==> src/rtl/decoder_pkg.sv <==
`default_nettype none
// ============================================================================
// decoder_pkg : FSM state encoding, mode constants and a counter-width helper
//               shared by decoder_nxm_scan and its dwell timer.
// Revision    : 1.0 - initial release
// ============================================================================
package decoder_pkg;

   typedef enum logic [1:0] {
      ST_IDLE   = 2'd0,
      ST_DIRECT = 2'd1,
      ST_SCAN   = 2'd2
   } state_t;

   localparam logic MODE_DIRECT = 1'b0;
   localparam logic MODE_SCAN   = 1'b1;

   // Counter width that can hold 0..dwell-1, never narrower than one bit.
   function automatic int cnt_width(input int dwell);
      return (dwell > 1) ? $clog2(dwell) : 1;
   endfunction

endpackage
`default_nettype wire

==> src/rtl/decoder_nxm_scan_if.sv <==
`default_nettype none
// ============================================================================
// decoder_nxm_scan_if : control and decoded-output bundle for decoder_nxm_scan.
//                       master = control logic, slave = decoder.
// Revision            : 1.0 - initial release
// ============================================================================
interface decoder_nxm_scan_if #(
   parameter int N = 3
) ();

   logic                en;
   logic                load;
   logic                mode;
   logic [N-1:0]        sel;
   logic [(2**N)-1:0]   y;
   logic [N-1:0]        cur;
   logic                busy;
   logic                wrap;

   modport master (
      output en, load, mode, sel,
      input  y, cur, busy, wrap
   );

   modport slave (
      input  en, load, mode, sel,
      output y, cur, busy, wrap
   );

endinterface
`default_nettype wire

==> src/rtl/dwell_timer.sv <==
`default_nettype none
// ============================================================================
// dwell_timer : counts 0..DWELL-1 while run is high; tick marks the last count
//               and the counter folds back to zero on that same edge.
// Revision    : 1.0 - initial release
// ============================================================================
module dwell_timer
   import decoder_pkg::*;
#(
   parameter int DWELL = 4
) (
   input  wire logic clk,
   input  wire logic rst,
   input  wire logic clr,
   input  wire logic run,
   output logic      tick
);

   localparam int              c_CW   = cnt_width(DWELL);
   localparam logic [c_CW-1:0] c_LAST = c_CW'(DWELL - 1);

   logic [c_CW-1:0] r_cnt;
   logic            w_last;

   assign w_last = (r_cnt == c_LAST);
   assign tick   = run & w_last;

   always_ff @(posedge clk or posedge rst) begin
      if (rst) begin
         r_cnt <= '0;
      end else if (clr || tick) begin
         r_cnt <= '0;
      end else if (run) begin
         r_cnt <= r_cnt + c_CW'(1);
      end
   end

endmodule
`default_nettype wire

==> src/rtl/decoder_nxm_scan.sv <==
`default_nettype none
// ============================================================================
// decoder_nxm_scan : registered N-to-2^N one-hot decoder with direct and
//                    auto-scan modes. Build option DECODER_ACTIVE_LOW_EN
//                    drives y one-cold (inactive level all ones).
// Revision         : 1.0 - initial release
// ============================================================================
module decoder_nxm_scan
   import decoder_pkg::*;
#(
   parameter int N     = 3,
   parameter int DWELL = 4
) (
   input  wire logic          clk,
   input  wire logic          rst,
   decoder_nxm_scan_if.slave  bus
);

   localparam int OUTS = 2**N;

`ifdef DECODER_ACTIVE_LOW_EN
   localparam logic [OUTS-1:0] c_Y_MASK = '1;
`else
   localparam logic [OUTS-1:0] c_Y_MASK = '0;
`endif

   state_t          r_state;
   logic [OUTS-1:0] r_y;
   logic [N-1:0]    r_cur;
   logic            r_busy;
   logic            r_wrap;

   logic            w_run;
   logic            w_clr;
   logic            w_tick;
   logic [N-1:0]    w_cur_nxt;
   logic [OUTS-1:0] w_sel_y;
   logic [OUTS-1:0] w_nxt_y;

   // The timer only advances on edges where the FSM would act on a tick,
   // so a load or enable drop always restarts the dwell from zero.
   assign w_run     = bus.en & ~bus.load & (r_state == ST_SCAN);
   assign w_clr     = ~bus.en | bus.load;
   assign w_cur_nxt = r_cur + N'(1);
   assign w_sel_y   = (OUTS'(1) << bus.sel) ^ c_Y_MASK;
   assign w_nxt_y   = (OUTS'(1) << w_cur_nxt) ^ c_Y_MASK;

   dwell_timer #(
      .DWELL (DWELL)
   ) u_dwell_timer (
      .clk   (clk),
      .rst   (rst),
      .clr   (w_clr),
      .run   (w_run),
      .tick  (w_tick)
   );

   always_ff @(posedge clk or posedge rst) begin
      if (rst) begin
         r_state <= ST_IDLE;
         r_y     <= c_Y_MASK;
         r_cur   <= '0;
         r_busy  <= 1'b0;
         r_wrap  <= 1'b0;
      end else if (!bus.en) begin
         r_state <= ST_IDLE;
         r_y     <= c_Y_MASK;
         r_busy  <= 1'b0;
         r_wrap  <= 1'b0;
      end else if (bus.load) begin
         r_cur  <= bus.sel;
         r_y    <= w_sel_y;
         r_wrap <= 1'b0;
         if (bus.mode == MODE_SCAN) begin
            r_state <= ST_SCAN;
            r_busy  <= 1'b1;
         end else begin
            r_state <= ST_DIRECT;
            r_busy  <= 1'b0;
         end
      end else begin
         r_wrap <= 1'b0;
         case (r_state)
            ST_SCAN: begin
               if (w_tick) begin
                  r_cur  <= w_cur_nxt;
                  r_y    <= w_nxt_y;
                  r_wrap <= &r_cur;
               end
            end
            ST_DIRECT: begin
               r_y <= r_y;
            end
            default: begin
               r_state <= ST_IDLE;
               r_y     <= c_Y_MASK;
               r_busy  <= 1'b0;
            end
         endcase
      end
   end

   assign bus.y    = r_y;
   assign bus.cur  = r_cur;
   assign bus.busy = r_busy;
   assign bus.wrap = r_wrap;

endmodule
`default_nettype wire

==> src/flat_wrapper.sv <==
// flat-port wrapper written by rule: the top's interface ports become plain ports
module decoder_nxm_scan_flat import decoder_pkg::*;
#(
   parameter int N     = 3,
   parameter int DWELL = 4
)
  (clk, rst, bus_en, bus_load, bus_mode, bus_sel, bus_y, bus_cur, bus_busy, bus_wrap);
  decoder_nxm_scan_if #(.N(N)) bus_i ();
  input  wire logic clk;
  input  wire logic rst;
  input wire logic [$bits(bus_i.en)-1:0] bus_en;
  input wire logic [$bits(bus_i.load)-1:0] bus_load;
  input wire logic [$bits(bus_i.mode)-1:0] bus_mode;
  input wire logic [$bits(bus_i.sel)-1:0] bus_sel;
  output wire logic [$bits(bus_i.y)-1:0] bus_y;
  output wire logic [$bits(bus_i.cur)-1:0] bus_cur;
  output wire logic [$bits(bus_i.busy)-1:0] bus_busy;
  output wire logic [$bits(bus_i.wrap)-1:0] bus_wrap;
  assign bus_i.en = bus_en;
  assign bus_i.load = bus_load;
  assign bus_i.mode = bus_mode;
  assign bus_i.sel = bus_sel;
  assign bus_y = bus_i.y;
  assign bus_cur = bus_i.cur;
  assign bus_busy = bus_i.busy;
  assign bus_wrap = bus_i.wrap;
  decoder_nxm_scan #(.N(N), .DWELL(DWELL)) u_core (.clk(clk), .rst(rst), .bus(bus_i));
endmodule
==> config.mk <==
export PLATFORM = sky130hd
export DESIGN_NAME = decoder_nxm_scan_flat
export DESIGN_NICKNAME = d
export VERILOG_FILES = /design/src/rtl/decoder_pkg.sv /design/src/rtl/decoder_nxm_scan_if.sv /design/src/rtl/dwell_timer.sv /design/src/rtl/decoder_nxm_scan.sv /design/src/flat_wrapper.sv
export SDC_FILE = /design/constraint.sdc
export NUM_CORES = 1
export LEC_CHECK = 0
export ABC_AREA = 0
export BUFFER_PORTS_ARGS = -buffer_cell sky130_fd_sc_hd__buf_2
export CORE_MARGIN = 2
export CORE_UTILIZATION = 40
export DETAILED_ROUTE_END_ITERATION = 12
export GPL_ROUTABILITY_DRIVEN = 1
export GPL_TIMING_DRIVEN = 0
export PLACE_DENSITY = 0.73
export RECOVER_POWER = 25
export SETUP_SLACK_MARGIN = 0.05
export SLEW_MARGIN = 20
export SYNTH_ARGS = -nofsm -noshare
export SYNTH_HDL_FRONTEND = slang
export SYNTH_HIERARCHICAL = 1
export SYNTH_SLANG_ARGS = --single-unit
==> constraint.sdc <==
create_clock -name clk -period 2 [get_ports clk]
set_input_delay 0.1 -clock clk [delete_from_list [all_inputs] [get_ports clk]]
set_output_delay 0.1 -clock clk [all_outputs]
set_load 0.01 [all_outputs]
After elaboration in Yosys (flattened, before gate mapping)
Cells that the tools add are included.
{"block": "classes", "add_sub_neg": 2, "eq_ne": 6, "n_shift": 2, "mux": 21, "bitwise": 6, "n_reduce_logical": 8}
{"op": "$mux 8", "count": 3}
{"op": "$pmux 8 s2", "count": 1}
{"op": "$shl 1x3->8 const A", "count": 2}
{"op": "$mux 2", "count": 6}
{"op": "$mux 3", "count": 3}
{"op": "$mux 1", "count": 8}
{"op": "$reduce_and 3->1", "count": 2}
{"op": "$reduce_bool 2->1", "count": 3}
{"op": "$eq 2x2->1 const B", "count": 2}
{"op": "$ne 4x4->1 const B", "count": 1}
{"op": "$add 3x1->3 const B", "count": 1}
{"op": "$and 1x1->1", "count": 3}
{"op": "$ne 3x2->1 const B", "count": 1}
{"op": "$ne 3x3->1 const B", "count": 1}
{"op": "$add 2x1->2 const B", "count": 1}
{"op": "$eq 2x1->1 const B", "count": 1}
{"op": "$not 1->1", "count": 2}
{"op": "$reduce_and 2->1", "count": 1}
{"op": "$reduce_or 2->1", "count": 1}
{"op": "$logic_or 1x1->1", "count": 1}
{"op": "$or 1x1->1", "count": 1}
{"block": "word_totals", "regBits": 17, "output_inout_bits": 13, "word_cells": 51}

Depth between registers and ports, before layout
Gate-level depths: netlist (run 1).
{"block": "logic_depth", "word_depth": 8, "depth_mapped": 7, "ltp_nobuf": 7}

Hierarchy
The synthesis (run 1) kept the hierarchy.
{"mod": "decoder_nxm_scan", "n_inst": 1, "cells_each": 76, "area_per_inst_um2": 837.1, "seq_area_each_um2": 350.3}
{"mod": "dwell_timer", "n_inst": 1, "cells_each": 11, "area_per_inst_um2": 115.1, "seq_area_each_um2": 50.0}

Least setup slack after synthesis (run 1)
OpenSTA, ideal clock, no wires.
{"block": "synth_timing", "kind": "register to register", "start": "reg u_core.r_state[1]", "end": "reg u_core.r_cur[1] (netlist: u_core/bus.cur[1])", "setup_ps": 125, "arrival_ps": 1696, "required_ps": 1875, "slack_ps": 180, "path_stages_with_launch": 7, "n_path_buf": 0, "period_less_slack_ps": 1820, "path_cell_list": "dfrtp_1 > ha_1 > and3b_1 > and2_1 > a21o_1 > nand2_1 > mux2_2"}
{"block": "synth_via", "elab_chain_len": 5}
{"element": "start: declaration", "line": "decoder_nxm_scan.sv:27", "rtl": "state_t r_state;"}
{"element": "start signal: assignment", "line": "decoder_nxm_scan.sv:60", "rtl": "r_state <= ST_IDLE;"}
{"element": "start signal: assignment", "line": "decoder_nxm_scan.sv:66", "rtl": "r_state <= ST_IDLE;"}
{"element": "start signal: assignment", "line": "decoder_nxm_scan.sv:75", "rtl": "r_state <= ST_SCAN;"}
{"element": "$eq 2x2->1", "line": "decoder_nxm_scan.sv:42", "rtl": "assign w_run = bus.en & ~bus.load & (r_state == ST_SCAN);"}
{"element": "$and 1x1->1", "line": "decoder_nxm_scan.sv:42"}
{"element": "named net u_core.w_run", "line": "decoder_nxm_scan.sv:33", "rtl": "logic w_run;"}
{"element": "$and 1x1->1", "line": "dwell_timer.sv:26", "rtl": "assign tick = run & w_last;"}
{"element": "named net u_core.w_tick", "line": "decoder_nxm_scan.sv:35", "rtl": "logic w_tick;"}
{"element": "$reduce_bool 2->1 (no line)"}
{"element": "$reduce_and 3->1 (no line)"}
{"element": "end signal: assignment", "line": "decoder_nxm_scan.sv:71", "rtl": "r_cur <= bus.sel;"}
{"element": "end signal: assignment", "line": "decoder_nxm_scan.sv:86", "rtl": "r_cur <= w_cur_nxt;"}
{"element": "end: declaration", "line": "decoder_nxm_scan.sv:29", "rtl": "logic [N-1:0] r_cur;"}
The timed path passes the listed nets, and every way through them passes these cells.
A chain may end at the register's enable or synchronous reset.

Final worst setup path (run 1)
{"block": "layout_timing", "start": "reg u_core.r_state[0]", "end": "reg u_core.r_cur[2] (netlist: u_core/bus.cur[2])"}
The elaborated chain is that of the path after synthesis.

==> reports/results.ini, run 1 <==
[synthesis]
syn_area_sq_um=952.2
ys_ff_latch=16
syn_inst=87
synth_top_area_cell=dfrtp_1
avgSynthCellArea_sq_um=10.94
synth_top_area_frac=0.4205
ys_seq_area_frac=0.4205
synth_top_cells_by_area=dfrtp_1 (42%), ha_1 (12%), nand2b_1 (4.6%), a221o_1 (4.2%), a22o_1 (3.7%)
synth_nets=104
yosysWarnings=6
yosysUniqueCellTypes=30

[setup_path]
reg2reg_depth=7
cp_slowest_stage_delay_ps=360
path_depth=7
crit_fanout=7
crit_chain=inv_1, ha_2, and3b_2, and2_4, a21o_1, nand2_1, mux2_2
startpoint_type=flip-flop
critical-path-top-delay-family=simple AND/OR/NAND/NOR gates
worstPathRequired_ps=2180
arrival_ps=2020
cp_slowest_cell=dfrtp_1
endpoint_kind=flip-flop
r2r-start=u_core/r_state[0]$_DFFE_PP0P_
path_buf_inv=1
path_class=flip-flop to flip-flop
critPathLaunch=u_core/r_state[0]$_DFFE_PP0P_

[timing]
hold_viol=0
skew_ps=0.6970
drv_slew=0
setup_viol=0
tightest_slew_ps=546.6
max_freq_ghz=0.5448
tns_ps=0
fin_crit_sh=0.9177
period_minus_slack_ps=1835
hold_slack_ps=95.87
fin_ws_ps=164.5
grt_setup_unrepaired=no
slew_headroom=0.6352

[detailed_routing]
ant_nets=0
via_per_inst=5.532
drc=0
wirelength_um=1937
drt_first_pass_iters=4
detail_route.iter0.violations=15
num_vias=780
wire_per_inst_um=13.74

[die]
num_rows=17
core_area_sq_um=2233
die_w_um=52.79
io_pins=21
initial_utilization=0.4263
die-area_sq_um=2787
die_h_um=52.79

[clock_tree]
cts_sinks=16
path_clk_slew_ps=100
cts_root_buf=clkbuf_4
cts_max_level=1
cts_buffers=3
cts_tree=done
insertion_delay_ps=290
cts_buffer_depth=2

[grt]
grt_pass1_wl_um=3167
antenna_found_initial=0
grt_pass1_vias=720
grt.total_usage=0.1577
grt_max_degree=15
grt-ovfl-total=0

[min_path]
hp-class=input pin to flip-flop
hp-start=bus_en
whs_path_depth=2

[placed_design]
place_ws_ps=98.09
port_buffers=20
gp_congestion=0.8024
place_hpwl_um=1489

[power]
power_leakage_nw=0.5985
p_per_area_nw_per_um2=738.8
ir_drop_mv=0.8708
power_mw=0.8532

[finish]
fillers=208
final_nets=131
diodes=0
syn2layout_area_growth_pct=21.29
drive_gt1_frac=0.3274
final_util=0.5171

[job]
max_cap_viol_count=0

[status]
outcome=finished, final reports clean

[final timing paths]
check | slack, ps | endpoint
setup / recovery | 160 | u_core/bus.cur[2]$_DFFE_PP0P_
hold / removal | 100 | u_core/r_state[0]$_DFFE_PP0P_
setup reg to reg | 160 | u_core/bus.cur[2]$_DFFE_PP0P_
hold reg to reg | 510 | u_core/bus.y[4]$_DFFE_PP0P_
max in group asynchronous | 1250 | u_core/bus.y[2]$_DFFE_PP0P_
min in group asynchronous | 190 | u_core/u_dwell_timer/r_cnt[0]$_DFFE_PP0P_
[cell type report]
class	count	area [sq um]	area share
well taps	28	35.03	0.03034
plain buffers	1	7.507	0.006501
multi-input cells	62	528.0	0.4572
repair buffers	22	117.6	0.1018
flip-flops and latches	16	400.4	0.3467
inverters	8	30.03	0.02600
clock buffers	4	36.28	0.03142
[layer usage]
| layer | part of all wire | track usage | up-vias |
|---|---|---|---|
| met5 | 0 | 0 | - |
| met1 | 0.46 | 0.2000 | 381 |
| li1 | - | - | 369 |
| met4 | 0.0046 | 0.03419 | 0 |
| met2 | 0.47 | 0.2542 | 28 |
| met3 | 0.066 | 0.06000 | 2 |
[sequential cells by signal, indices dropped and copies added, names as in the netlist]
signal and cells:
u_core/bus.cur 3, u_core/bus.wrap 1, u_core/r_state 2, u_core/bus.y 8
u_core/u_dwell_timer/r_cnt 2
[placed cells by master (no fill, tap or decap), types with 2 or more instances in the layout]
master     Yosys  routed
a21oi_1        2       2
a221o_1        4       4
a22o_1         4       4
a2bb2o_1       2       2
buf_2          0      20
buf_4          1       2
clkbuf_4       0       3
dfrtp_1       16      16
ha_1           9       8
inv_1          8       8
mux2_2         3       3
mux2i_1        2       2
nand2_1        2       2
nand2b_1       7       7
nand3b_1       2       2
nor2_1         3       3
nor2b_1        2       2
nor3_1         3       3
o2bb2ai_1      2       2
[power breakdown]
part | switching [mW] | total, mW | internal [mW]
clock network | 0.110 | 0.221 | 0.111
registers | 0.0340 | 0.387 | 0.353
logic | 0.135 | 0.245 | 0.111
total | 0.279 | 0.853 | 0.574
[synthesized netlist by cell type (all sizes together)]
cell type  count
dfrtp         16
ha             9
inv            8
nand2b         7
a21oi          4
a221o          4
a22o           4
mux2           3
nand2          3
nor2           3
nor3           3
a2bb2o         2
and3           2
and3b          2
mux2i          2
nand3b         2
nor2b          2
o2bb2ai        2
a21o           1
and2           1
buf            1
nor3b          1
o21a           1
o21ai          1
o221a          1
or2b           1
or3b           1
[what timing repair did]
item / CTS / global route
buffers inserted: 0 / 1
endpoints found under the hold margin: 16 / 0
endpoints found under the setup margin: 0 / 10
hold buffers: 1 / 0
gates resized for setup: 0 / 4
[logic make-up (layout without fill, tap and decap cells)]
| group | after synthesis | in the layout | synth area share |
|---|---|---|---|
| compound gates | 20 | 20 | 0.1800 |
| fa+ha+maj | 9 | 9 | 0.1183 |
| buf+inv | 9 | 35 | 0.03943 |
| flops | 16 | 16 | 0.4205 |
| mux | 5 | 5 | 0.05650 |
| simple gates | 28 | 28 | 0.1853 |
[metrics by stage]
step / area (sq um) / std cells
after floorplan: 952.2 / 87
after global routing: 1155 / 141
final: 1155 / 141
after CTS: 1134 / 140
after detailed placement: 1087 / 135
after global placement: 1087 / 135
No activity file was read; power rests on OpenSTA's default activity.
==> run 2, diff against run 1 <==
SETUP_SLACK_MARGIN = 0.4   (was 0.05)
==> reports/results.ini, run 2 (synthesized netlist as in run 1, its figures left out) <==
[power]
p_per_area_nw_per_um2=733.1
ir_drop_mv=0.4912
power_mw=0.9127
power_leakage_nw=0.6323

[timing]
slew_headroom=0.6529
hold_viol=0
max_freq_ghz=0.6187
drv_slew=0
grt_setup_unrepaired=yes
setup_viol=0
period_minus_slack_ps=1616
skew_ps=0.7312
tns_ps=0
fin_crit_sh=0.8082
tightest_slew_ps=520.1

[setup_path]
cp_slowest_stage_delay_ps=430
arrival_ps=1790
worstPathRequired_ps=2180
r2r_end=u_core/bus.cur[1]$_DFFE_PP0P_
endpoint_kind=flip-flop
r2r-start=u_core/r_state[1]$_DFFE_PP0P_
reg2reg_depth=6
path_class=flip-flop to flip-flop
r2r_slack_ps=380
startpoint_type=flip-flop
crit_chain=ha_4, and3b_2, and2_4, a21o_1, nand2_2, mux2_4
cp_slowest_cell=dfrtp_2
crit_fanout=5
critPathLaunch=u_core/r_state[1]$_DFFE_PP0P_

[grt]
grt-ovfl-total=0
antenna_found_initial=0
grt_max_degree=15
grt_pass1_wl_um=3263
grt_pass1_vias=761
grt.total_usage=0.1623

[clock_tree]
cts_root_buf=clkbuf_4
cts_sinks=16
cts_resized=0
cts_buffer_depth=2
cts_tree=done
insertion_delay_ps=280
cts_buffers=3
path_clk_slew_ps=90
cts_max_level=1

[detailed_routing]
wire_per_inst_um=13.16
num_vias=770
wirelength_um=1934
via_per_inst=5.238
drt_first_pass_iters=5
ant_nets=0
drc=0
detail_route.iter0.violations=13

[placed_design]
gp_congestion=0.8350
port_buffers=20
dp.cells=135
place_hpwl_um=1458

[die]
die_h_um=52.79
die-area_sq_um=2787
io_pins=21
num_rows=17
core_area_sq_um=2233
initial_utilization=0.4263
die_w_um=52.79

[finish]
fin_cells=147
syn2layout_area_growth_pct=30.75
fillers=210
final_common_cell=buf_2
drive_gt1_frac=0.4202
diodes=0
largest_reg_flops=8
final_cell_mix=buf_2 (19), dfrtp_1 (13), buf_4 (8)
final_nets=137

[status]
outcome=finished, final reports clean

[min_path]
hp-start=bus_mode
hp-class=input pin to flip-flop
min_to=u_core/r_state[1]$_DFFE_PP0P_
whs_path_depth=3

[job]
max_cap_viol_count=0

==> run 2: where the power goes <==
| part | internal [mW] | switching [mW] | leakage [nW] | total [mW] |
|---|---|---|---|---|
| logic | 0.164 | 0.155 | 0.400 | 0.319 |
| clock network | 0.111 | 0.102 | 0.0210 | 0.213 |
| registers | 0.355 | 0.0259 | 0.211 | 0.381 |
| total | 0.630 | 0.283 | 0.632 | 0.913 |
==> run 2: critical path, delay by kind of cell, from the launching register on <==
family	cells	cell delay, ps
DFF	1	430
and+or+nand+nor	3	450
adders and majority gates	1	160
AOI/OAI and AO/OA	1	160
muxes	1	300
==> run 2: layout make-up <==
type / count / area [sq um] / area share
plain buffers: 1 / 7.507 / 0.006030
clock buffers: 4 / 36.28 / 0.02915
inverters: 8 / 30.03 / 0.02412
multi-input cells: 62 / 570.5 / 0.4583
flip-flops and latches: 16 / 404.1 / 0.3246
well taps: 28 / 35.03 / 0.02814
repair buffers: 28 / 161.4 / 0.1296
==> run 2: repair_timing <==
item	in CTS	in global routing
pin swaps	1	0
hold endpoints to repair	16	0
setup endpoints to repair	10	11
hold buffers	1	0
setup buffers	6	1
==> run 2: worst max path at each step <==
stage / end / cells after the start
2_1_floorplan: u_core/bus.cur[1]$_DFFE_PP0P_ / 6
3_3_place_gp: u_core/bus.cur[1]$_DFFE_PP0P_ / 6
3_5_place_dp: u_core/bus.cur[1]$_DFFE_PP0P_ / 6
4_1_cts: u_core/bus.cur[1]$_DFFE_PP0P_ / 6
5_1_grt: u_core/bus.cur[2]$_DFFE_PP0P_ / 7
6_report: u_core/bus.cur[1]$_DFFE_PP0P_ / 6
==> run 2: metrics by stage <==
| stage | area, sq um | hold slack, ps | setup slack, ps | utilization |
|---|---|---|---|---|
| 4_1_cts | 1239 | 91.94 | 392.7 | 0.5546 |
| 5_1_grt | 1245 | 112.2 | 318.4 | 0.5574 |
| 3_3_place_gp | 1147 | -40.80 | 316.6 | 0.5137 |
| 6_report | 1245 | 98.44 | 383.6 | 0.5574 |
| 2_1_floorplan | 1012 | -158.8 | 347.8 | - |
| 3_5_place_dp | 1147 | -32.92 | 302.2 | 0.5137 |
==> run 2: layer usage <==
layer  vias to the layer above  track usage  share of wire
met1                       368       0.2181           0.48
li1                        378            -              -
met4                         0      0.08974         0.0052
met3                         2      0.02571          0.044
met2                        22       0.2458           0.47
met5                         -            0              0
